==> config.mk <==
export PLATFORM = sky130hd
export DESIGN_NAME = alu_op_sequencer
export DESIGN_NICKNAME = d
export VERILOG_FILES = /design/src/rtl/alu_op_sequencer_pkg.sv /design/src/rtl/alu_op_sequencer_cond_eval.sv /design/src/rtl/alu_op_sequencer.sv
export SDC_FILE = /design/constraint.sdc
export NUM_CORES = 1
export LEC_CHECK = 0
export ABC_CLOCK_PERIOD_IN_PS = 4300
export BUFFER_PORTS_ARGS = -buffer_cell sky130_fd_sc_hd__buf_2
export CORE_UTILIZATION = 49
export DETAILED_ROUTE_END_ITERATION = 16
export PLACE_DENSITY = 0.9
export SYNTH_ARGS = -nofsm -noshare
export SYNTH_HDL_FRONTEND = slang
export SYNTH_SLANG_ARGS = --single-unit
==> constraint.sdc <==
create_clock -name clk -period 4.3 [get_ports clk]
set_input_delay 0.43 -clock clk [delete_from_list [all_inputs] [get_ports clk]]
set_output_delay 0.43 -clock clk [all_outputs]
set_load 0.01 [all_outputs]
==> src/rtl/alu_op_sequencer_pkg.sv <==
// rtl/alu_op_sequencer_pkg.sv - shared opcodes, flag indices, cond codes and FSM states
package alu_op_sequencer_pkg;

  localparam logic [2:0] OP_ADD  = 3'd0;
  localparam logic [2:0] OP_SUB  = 3'd1;
  localparam logic [2:0] OP_OR   = 3'd2;
  localparam logic [2:0] OP_AND  = 3'd3;
  localparam logic [2:0] OP_NOT  = 3'd4;
  localparam logic [2:0] OP_COMP = 3'd5;
  localparam logic [2:0] OP_SHR  = 3'd6;
  localparam logic [2:0] OP_SHL  = 3'd7;

  // Flags are packed {C,N,O,Z}
  localparam int FLAG_C = 3;
  localparam int FLAG_N = 2;
  localparam int FLAG_O = 1;
  localparam int FLAG_Z = 0;

  localparam logic [2:0] COND_ALWAYS = 3'd0;
  localparam logic [2:0] COND_Z      = 3'd1;
  localparam logic [2:0] COND_NZ     = 3'd2;
  localparam logic [2:0] COND_C      = 3'd3;
  localparam logic [2:0] COND_NC     = 3'd4;
  localparam logic [2:0] COND_N      = 3'd5;
  localparam logic [2:0] COND_O      = 3'd6;
  localparam logic [2:0] COND_NEVER  = 3'd7;

  typedef enum logic [1:0] {
    ST_IDLE = 2'd0,
    ST_EXEC = 2'd1,
    ST_READ = 2'd2,
    ST_DONE = 2'd3
  } state_e;

endpackage

==> src/rtl/alu_op_sequencer_cond_eval.sv <==
// rtl/alu_op_sequencer_cond_eval.sv - combinational branch condition over {C,N,O,Z}
module alu_cond_eval
  import alu_op_sequencer_pkg::*;
(
  input  logic [2:0] cond_i,
  input  logic [3:0] flags_i,
  output logic       cond_true_o
);

  always_comb begin
    cond_true_o = 1'b0;
    case (cond_i)
      COND_ALWAYS: cond_true_o = 1'b1;
      COND_Z:      cond_true_o = flags_i[FLAG_Z];
      COND_NZ:     cond_true_o = ~flags_i[FLAG_Z];
      COND_C:      cond_true_o = flags_i[FLAG_C];
      COND_NC:     cond_true_o = ~flags_i[FLAG_C];
      COND_N:      cond_true_o = flags_i[FLAG_N];
      COND_O:      cond_true_o = flags_i[FLAG_O];
      COND_NEVER:  cond_true_o = 1'b0;
      default:     cond_true_o = 1'b0;
    endcase
  end

endmodule

==> src/rtl/alu_op_sequencer.sv <==
// rtl/alu_op_sequencer.sv - drives one ALU operation, captures result/flags, evaluates cond
module alu_op_sequencer
  import alu_op_sequencer_pkg::*;
#(
  parameter int DATA_W        = 8,
  parameter int SETTLE_CYCLES = 0
) (
  input  logic              clk,
  input  logic              reset,
  input  logic              in_start,
  input  logic [2:0]        in_op,
  input  logic [DATA_W-1:0] in_a,
  input  logic [DATA_W-1:0] in_b,
  input  logic [2:0]        in_cond,
  output logic              out_ready,
  output logic              out_done,
  output logic [DATA_W-1:0] out_result,
  output logic [3:0]        out_flags,
  output logic              out_cond_true,
  output logic [DATA_W-1:0] out_alu_a,
  output logic [DATA_W-1:0] out_alu_b,
  output logic [2:0]        out_alu_op,
  output logic              out_alu_enable_out,
  output logic              out_alu_bus_owned,
  input  logic [DATA_W-1:0] in_alu_bus,
  input  logic [3:0]        in_alu_flags
);

  localparam logic [3:0] SETTLE_INIT = 4'(SETTLE_CYCLES);

  state_e            state_q, state_d;
  logic [3:0]        cnt_q, cnt_d;
  logic [DATA_W-1:0] alu_a_q, alu_b_q, result_q;
  logic [2:0]        alu_op_q, cond_q;
  logic [3:0]        flags_q;
  logic              cond_true_q;
  logic              accept, capture, cond_eval;

  alu_cond_eval u_cond_eval (
    .cond_i      (cond_q),
    .flags_i     (in_alu_flags),
    .cond_true_o (cond_eval)
  );

  always_comb begin
    state_d = state_q;
    cnt_d   = cnt_q;
    accept  = 1'b0;
    capture = 1'b0;
    case (state_q)
      ST_IDLE, ST_DONE: begin
        if (in_start) begin
          accept  = 1'b1;
          state_d = ST_EXEC;
        end else begin
          state_d = ST_IDLE;
        end
      end
      ST_EXEC: begin
        state_d = ST_READ;
        cnt_d   = SETTLE_INIT;
      end
      ST_READ: begin
        // Extra READ cycles let the bus and flags settle before sampling
        if (cnt_q == 4'd0) begin
          capture = 1'b1;
          state_d = ST_DONE;
        end else begin
          cnt_d = cnt_q - 4'd1;
        end
      end
      default: state_d = ST_IDLE;
    endcase
  end

  always_ff @(posedge clk) begin
    if (reset) begin
      state_q     <= ST_IDLE;
      cnt_q       <= 4'd0;
      alu_a_q     <= '0;
      alu_b_q     <= '0;
      alu_op_q    <= 3'd0;
      cond_q      <= 3'd0;
      result_q    <= '0;
      flags_q     <= 4'd0;
      cond_true_q <= 1'b0;
    end else begin
      state_q <= state_d;
      cnt_q   <= cnt_d;
      if (accept) begin
        alu_a_q  <= in_a;
        alu_b_q  <= in_b;
        alu_op_q <= in_op;
        cond_q   <= in_cond;
      end
      if (capture) begin
        result_q    <= in_alu_bus;
        flags_q     <= in_alu_flags;
        cond_true_q <= cond_eval;
      end
    end
  end

  assign out_ready          = (state_q == ST_IDLE) || (state_q == ST_DONE);
  assign out_done           = (state_q == ST_DONE);
  assign out_alu_enable_out = (state_q != ST_EXEC);
  assign out_alu_bus_owned  = (state_q == ST_READ);
  assign out_result         = result_q;
  assign out_flags          = flags_q;
  assign out_cond_true      = cond_true_q;
  assign out_alu_a          = alu_a_q;
  assign out_alu_b          = alu_b_q;
  assign out_alu_op         = alu_op_q;

endmodule

# After elaboration in Yosys (flattened, before gate mapping)
# Cells that the tools add are included.
[word_totals] latchBits=0 ff_bits=41 ram_bits=0 mem_count=0 elab_cells=42 rom_bits=0
[classes] n_mux=10 magnitude_cmp=0 shifts=0 reduce_logical=7 n_addsub=1 n_div=0 n_eq_ne=13 n_mul=0 bitwise_logic=2
[ops] op="equality test 3 bit (second input constant)" count=4
[ops] op="one-hot mux 1 bit (8 select lines)" count=1
[ops] op="one-hot mux 4 bit (2 select lines)" count=1
[ops] op="equality test 3 x 2 -> 1 bit (second input constant)" count=2
[ops] op="one-hot mux 2 bit (3 select lines)" count=1
[ops] op="2-to-1 mux 1 bit" count=5
[ops] op="equality test 2 bit (second input constant)" count=2
[ops] op="logical NOT 4 bit" count=1
[ops] op="2-to-1 mux 4 bit" count=1
[ops] op="inequality test 2 x 1 -> 1 bit (second input constant)" count=2
[ops] op="subtractor 4 x 1 -> 4 bit (second input constant)" count=1
[ops] op="equality test 3 x 1 -> 1 bit (second input constant)" count=1
[ops] op="logical NOT 3 bit" count=1
[ops] op="equality test 2 x 1 -> 1 bit (second input constant)" count=1
[ops] op="logical NOT 2 bit" count=1
[ops] op="2-to-1 mux 2 bit" count=1
[ops] op="inequality test 2 bit (second input constant)" count=1
[ops] op="inverter 1 bit" count=2
[ops] op="AND reduction 2 bit" count=1
[ops] op="nonzero test 2 bit" count=1
[ops] op="OR reduction 2 bit" count=1
[ops] op="logical OR 1 bit" count=1

# Longest topological paths before layout
# Gate-level depths: netlist (run 1).
[depth] depth_word=3 mapped_depth=7 ltp_nobuf=6

# Cells and area by module
# A second synthesis (run 1) with hierarchy kept.
[hier_totals] cells_unflattened=201 hier_area_um2=1612.8
[modules_own_cells] mod="alu_op_sequencer" area_each_um2=1561.5 cells_each=194 seq_area_each_um2=820.8 n_inst=1
[modules_own_cells] mod="alu_cond_eval" area_each_um2=51.3 cells_each=7 seq_area_each_um2=0.0 n_inst=1

# Worst setup path before layout (run 1)
# No wires, ideal clock.
[synth_timing] kind="register to register" from="reg state_q[0]" to="reg cond_q[2]" t_arrival_ns=1.426 stages_incl_launch_ff=7 path_buffers=1 synth_period_minus_slack_ns=1.496 setup_slack_ns=2.804 required_time_ns=4.230 cell_sequence="dfxtp_1 > inv_1 > ha_1 > and2_0 > clkbuf_1 > nand2_1 > a21oi_1"
[synth_via] elab_chain_cells=3 word_cells_on_any_way=4
[synth_lines] element="from (decl)" line_no="alu_op_sequencer.sv:31" source="state_e state_q, state_d;"
[synth_lines] element="from (signal assigned)" line_no="alu_op_sequencer.sv:88" source="state_q <= state_d;"
[synth_lines] element="equality test 2 bit / logical NOT 2 bit (equally long branches)" line_no="alu_op_sequencer.sv:50" source="case (state_q)"
[synth_lines] element="OR reduction 2 bit (*)" line_no="alu_op_sequencer.sv:50"
[synth_lines] element="2-to-1 mux 1 bit (*)" line_no="alu_op_sequencer.sv:50"
[synth_lines] element="to (signal assigned)" line_no="alu_op_sequencer.sv:94" source="cond_q <= in_cond;"
[synth_lines] element="to (decl)" line_no="alu_op_sequencer.sv:34" source="logic [2:0] alu_op_q, cond_q;"
# Mark *: on every way between the ends. The rest lies on a longest branch, timed or not.
# A chain may end at the register's enable or synchronous reset.

# Worst setup path in the final report (run 1)
[layout_timing] from="reg state_q[0]" to="reg alu_b_q[2] (netlist: out_alu_b[2])"
[layout_via] elab_chain_cells=3 word_cells_on_any_way=4
[layout_lines] element="equality test 2 bit / logical NOT 2 bit (equally long branches)" line_no="alu_op_sequencer.sv:50"
[layout_lines] element="OR reduction 2 bit (*)" line_no="alu_op_sequencer.sv:50"
[layout_lines] element="2-to-1 mux 1 bit (*)" line_no="alu_op_sequencer.sv:50"
[layout_lines] element="to (signal assigned)" line_no="alu_op_sequencer.sv:92" source="alu_b_q <= in_b;"
[layout_lines] element="to (decl)" line_no="alu_op_sequencer.sv:33" source="logic [DATA_W-1:0] alu_a_q, alu_b_q, result_q;"
# Marks and branches as above.

==> results of run 1 <==
-- worst reg2reg max path, delay by kind of cell (launching register included) --
kind,cells,cell delay (ps)
simple gates,2,960
compound gates,1,160
fa+ha+maj,1,330
buf+inv,1,60
flops,1,400
-- sequential cells by signal, indices dropped and copies added (netlist names) --
| name | count |
|---|---|
| out_alu_b | 8 |
| cnt_q | 4 |
| out_flags | 4 |
| out_alu_a | 8 |
| out_cond_true | 1 |
| state_q | 2 |
| out_result | 8 |
| cond_q | 3 |
| out_alu_op | 3 |
-- final timing paths --
check | to | startpoint | cells past startpoint
setup / recovery | out_alu_b[2] | state_q[0] | 5
hold / removal | out_alu_a[7] | in_a[7] | 3
setup reg to reg | out_alu_b[2] | state_q[0] | 5
hold reg to reg | out_alu_b[5] | out_alu_b[5] | 2
-- logic make-up (layout without fill, tap and decap cells) --
kind of cell	Yosys count	count (layout)	synth area share (%)
AOI/OAI and AO/OA	46	46	15.8
DFF	41	41	51.2
buffers and inverters	17	85	4.37
muxes	1	1	0.624
adders and majority gates	4	4	3.12
and+or+nand+nor	95	95	25.0
-- power by group through the flow --
stage | logic, mW | registers (mW) | clock network [mW]
2_1_floorplan | 0.105 | 0.459 | 0
3_3_place_gp | 0.182 | 0.444 | 0
3_5_place_dp | 0.185 | 0.445 | 0
4_1_cts | 0.185 | 0.437 | 0.269
5_1_grt | 0.206 | 0.443 | 0.281
6_report | 0.182 | 0.437 | 0.263
-- area by class of cell --
type                    instances  area share, %
multi-input cells             146           34.7
clock inverters                 1           1.46
well taps                      44           2.68
flip-flops and latches         41           40.0
inverters                       5          0.914
repair buffers                 72           17.6
clock buffers                   7           2.68
-- per-layer routing --
layer	global-route usage, %	share of wire [%]	wire length [µm]
met5	0	0	0
met4	11.2	2.0	67
met3	7.86	8.7	291
met2	32.4	45	1510
met1	24.2	44	1480
-- cell usage in the layout, fill, tap and decap left out, types with 2 or more instances in the layout --
cell,count
inv_1,5
nand3_1,3
a32oi_1,2
dfxtp_1,41
nor2b_1,2
ha_1,4
nand2_1,75
a21oi_1,38
buf_2,72
or2_2,2
or3_1,2
nand2b_1,4
nor2_1,4
clkbuf_4,5
==> metrics.cfg, run 1 <==
[status]
status = finished clean

[worst_hold_path]
holdCritPathClass = in -> reg

[floorplanning]
dieHeight_um = 59.2
ios = 73
coreArea_um2 = 3080
start_util_pct = 52.1
die-area_um2 = 3510
die_w_um = 59.2
rows = 20

[global_route]
grt_pass1_wl_um = 5420
gr-total-overflow = 0
grt_max_degree = 42
grt_usage_pct = 20.6
grt_pass1_vias = 1291
antenna_found_initial = 0

[worst_setup_path]
cp.arrival_ps = 2260
crit_chain = inv_1 -> ha_1 -> and2_0 -> nand2_1 -> a21oi_1
crit_path_max_fanout = 22
cpPeakStageDelay_ps = 820
start_kind = flop
critPathKind = reg -> reg
cp_slowest_cell = and2_0
path_delay_family = simple AND/OR/NAND/NOR gates
crit_required_ps = 4590
path_buf_inv = 1
ff2ff_setup_slack_ps = 2330
critPathCaptureType = flop

[power]
power_switching_mw = 0.254
power_frac_seq_pct = 49.5
clockPowerShare_pct = 29.8
power.share.switching_pct = 28.8
ir_worst_vdd_mv = 0.309
combPwrFrac_pct = 20.7
powerDensity_nw_per_um2 = 430
p_leak_nw = 0.933
finalPower_mw = 0.883
internal_power_mw = 0.629

[synth]
synth_top_area_share_pct = 51.2
synth_fp_nets = 245
synth-edff-count = 0
synth-seq-area-share_pct = 51.2
ys_ff_latch = 41
yosysTopAreaCell = dfxtp_1
synth.distinct_cells = 25
synthesis.area_um2 = 1600
ys.warnings.count = 0
avgSynthCellArea_um2 = 7.86
ys.flop_type = dfxtp_1
synth_most_common_cell = nand2_1
ys_top_cells_by_area = dfxtp_1, nand2_1, a21oi_1
syn_inst = 204
synthTopCellsByCount = nand2_1, dfxtp_1, a21oi_1, clkbuf_1, inv_1
async_flop_share_pct = 0

[cts]
clock_sinks = 41
cts_made_buffers = 5
cts-root-buf = clkbuf_4
cts_resized = 0
cts_tree = built
cts_setup_buffers = 0
clk_latency_ps = 350
cts_buffer_depth = 2
clkSlewWorstSetupHoldPaths_ps = 120
cts_max_level = 2
cts_hold_buf = 0

[place]
dp.cells = 308
routabilityCongestion = 0.764
place_area_um2 = 1970
hpwl_um = 2290
io_buffers = 72
post-place-ws_ps = 2330

[cells_and_area]
finish.utilization_pct = 66.7
area_delta_synth_final_pct = 28.0
multi_input_area_um2 = 713
nFillCells = 267
nets = 312
insertedDiodeCount = 0
fin_cells = 316
postLayoutCellArea_um2 = 2050
seq_area_um2 = 821
drive_gt1_share_pct = 30.5

[timing]
drv_slew = 0
hold_ws_ps = 292
fin_crit_sh_pct = 45.9
setup_tns_ps = 0
rsz0062_at_grt = no
hold_viol = 0
min_period_ps = 1970
fmax_mhz = 507
skew_ps = 8.43
worstMarginPinSlew_ps = 1030
setup_viol = 0
setup_slack_ps = 2330
max-slew-margin-rel_pct = 31.3

[drt]
num_vias = 1572
drt_wl_total_um = 3340
ant_nets = 0
drt_first_pass_iters = 4
wl_per_cell_um = 10.6
viasPerCell = 4.97
drcViolationCount = 0
first_iter_violations = 53

[flow_run]
max-cap-violations = 0

No activity file was read; power rests on OpenSTA's default activity.
==> run 2, diff against run 1 <==
--- a/config.mk
+++ b/config.mk
@@ -5,11 +5,11 @@
 export SDC_FILE = /design/constraint.sdc
 export NUM_CORES = 1
 export LEC_CHECK = 0
-export ABC_CLOCK_PERIOD_IN_PS = 4300
+export ABC_CLOCK_PERIOD_IN_PS = 1700
 export BUFFER_PORTS_ARGS = -buffer_cell sky130_fd_sc_hd__buf_2
-export CORE_UTILIZATION = 49
+export CORE_UTILIZATION = 41
 export DETAILED_ROUTE_END_ITERATION = 16
-export PLACE_DENSITY = 0.9
+export PLACE_DENSITY = 0.81
 export SYNTH_ARGS = -nofsm -noshare
 export SYNTH_HDL_FRONTEND = slang
 export SYNTH_SLANG_ARGS = --single-unit
==> constraint.sdc (replaced) <==
create_clock -name clk -period 1.7 [get_ports clk]
set_input_delay 0.17 -clock clk [delete_from_list [all_inputs] [get_ports clk]]
set_output_delay 0.17 -clock clk [all_outputs]
set_load 0.01 [all_outputs]
==> run 2 against run 1 <==
Compared with the run above:
- clock power grew to 3.0 times the previous value
- critical path depth is 1 higher
- utilization is 8.9 points lower
- first-iteration DRC count is 23% higher
- cell area is 4.7% higher
- critical path type unchanged
- critical endpoint is now cnt_q[3]
==> metrics.cfg, run 2 (synthesized netlist as in run 1, its figures left out) <==
[power]
ir_worst_vdd_mv = 0.643  ; was 0.309 mV
finalPower_mw = 2.42  ; was 0.883 mW
powerDensity_nw_per_um2 = 1130  ; was 430 nW/µm²
p_leak_nw = 0.985  ; was 0.933 nW

[cells_and_area]
insertedDiodeCount = 0  ; unchanged
multi_input_area_um2 = 713  ; unchanged
area_delta_synth_final_pct = 34.0  ; was 28.0%
nets = 320  ; was 312
final_cell_mix = nand2_1, buf_2, dfxtp_1  ; unchanged
postLayoutCellArea_um2 = 2150  ; was 2050 µm²
layout_commonest_cell = nand2_1  ; unchanged
seq_area_um2 = 821  ; unchanged
finish.utilization_pct = 57.8  ; was 66.7%
nFillCells = 391  ; was 267
drive_gt1_share_pct = 32.5  ; was 30.5%

[drt]
drcViolationCount = 0  ; unchanged
drt_first_pass_iters = 4  ; unchanged
first_iter_violations = 65  ; was 53
viasPerCell = 4.77  ; was 4.97
wl_per_cell_um = 10.8  ; was 10.6 µm
drt_wl_total_um = 3540  ; was 3340 µm
ant_nets = 0  ; unchanged
num_vias = 1563  ; was 1,572

[cts]
cts_resized = 0  ; unchanged
cts_tree = built  ; unchanged
clock_sinks = 41  ; unchanged
cts_made_buffers = 5  ; unchanged
cts_buffer_depth = 2  ; unchanged
clkSlewWorstSetupHoldPaths_ps = 70  ; was 120 ps
cts_max_level = 2  ; unchanged
clk_latency_ps = 290  ; was 350 ps
cts_setup_buffers = 0  ; unchanged
cts-root-buf = clkbuf_8  ; was clkbuf_4
cts_hold_buf = 0  ; unchanged

[worst_setup_path]
critPathKind = reg -> reg  ; unchanged
crit_required_ps = 1920  ; was 4590 ps
crit_path_max_fanout = 9  ; was 22
cp.arrival_ps = 1710  ; was 2260 ps
ff2ff_setup_slack_ps = 210  ; was 2330 ps
start_kind = flop  ; unchanged
critPathCaptureType = flop  ; unchanged

[global_route]
grt_max_degree = 42  ; unchanged
grt_usage_pct = 18.0  ; was 20.6%
grt_pass1_wl_um = 5860  ; was 5420 µm
gr-total-overflow = 0  ; unchanged
grt_pass1_vias = 1418  ; was 1,291
antenna_found_initial = 0  ; unchanged

[place]
place_area_um2 = 2030  ; was 1970 µm²
hpwl_um = 2520  ; was 2290 µm
routabilityCongestion = 0.711  ; was 0.764
post-place-ws_ps = 226  ; was 2330 ps
io_buffers = 72  ; unchanged

[floorplanning]
ios = 73  ; unchanged
coreArea_um2 = 3720  ; was 3080 µm²
die_w_um = 64.6  ; was 59.2 µm
rows = 22  ; was 20
start_util_pct = 43.2  ; was 52.1%
dieHeight_um = 64.6  ; was 59.2 µm
die-area_um2 = 4170  ; was 3510 µm²

[timing]
rsz0062_at_grt = no  ; unchanged
setup_slack_ps = 214  ; was 2330 ps
skew_ps = 3.45  ; was 8.43 ps
drv_slew = 0  ; unchanged
worstMarginPinSlew_ps = 429  ; was 1030 ps
min_period_ps = 1490  ; was 1970 ps
fmax_mhz = 673  ; was 507 MHz
max-slew-margin-rel_pct = 71.4  ; was 31.3%
setup_viol = 0  ; unchanged
fin_crit_sh_pct = 87.4  ; was 45.9%
setup_tns_ps = 0  ; unchanged
hold_viol = 0  ; unchanged

[flow_run]
max-cap-violations = 0  ; unchanged

[worst_hold_path]
holdCritPathClass = in -> reg  ; unchanged

[status]
status = finished clean  ; unchanged

[run 2: path summary, 6_finish.rpt]
path / start / to / depth (start not counted)
worst max register to register: cnt_q[0] / cnt_q[3] / 6
worst max-delay path: cnt_q[0] / cnt_q[3] / 6
worst min register to register: out_alu_op[0] / out_alu_op[0] / 2
worst min-delay path: in_op[0] / out_alu_op[0] / 3
[run 2: report_power, final]
group | total, mW | switching (mW) | internal, mW
Combinational | 0.518 | 0.295 | 0.223
Sequential | 1.10 | 0.0501 | 1.05
Clock | 0.801 | 0.322 | 0.479
Total | 2.42 | 0.667 | 1.76
[run 2: routing by layer]
layer	vias up	GRT usage (%)	share of wire [%]
li1	813	-	-
met1	696	19.8	45
met2	47	32.1	48
met3	7	4.75	5.5
met4	0	8.06	1.5
met5	-	0	0
[run 2: layout make-up]
class                   instances  area share (%)
clock buffers                   7            4.02
flip-flops and latches         41            38.2
inverters                       5           0.873
multi-input cells             146            33.2
repair buffers                 80            19.6
well taps                      48            2.79
clock inverters                 1            1.40
[run 2: critical path, stage by stage, from the launching register on]
cell	delay (ps)
dfxtp_1	340
inv_1	60
ha_1	230
nand2b_1	130
o21ai_2	130
or3_1	370
a31oi_1	160
[run 2: metrics by stage]
stage	cells	hold slack, ps
2_1_floorplan	204	306
3_3_place_gp	320	410
3_5_place_dp	320	418
4_1_cts	328	105
5_1_grt	328	101
6_report	328	107
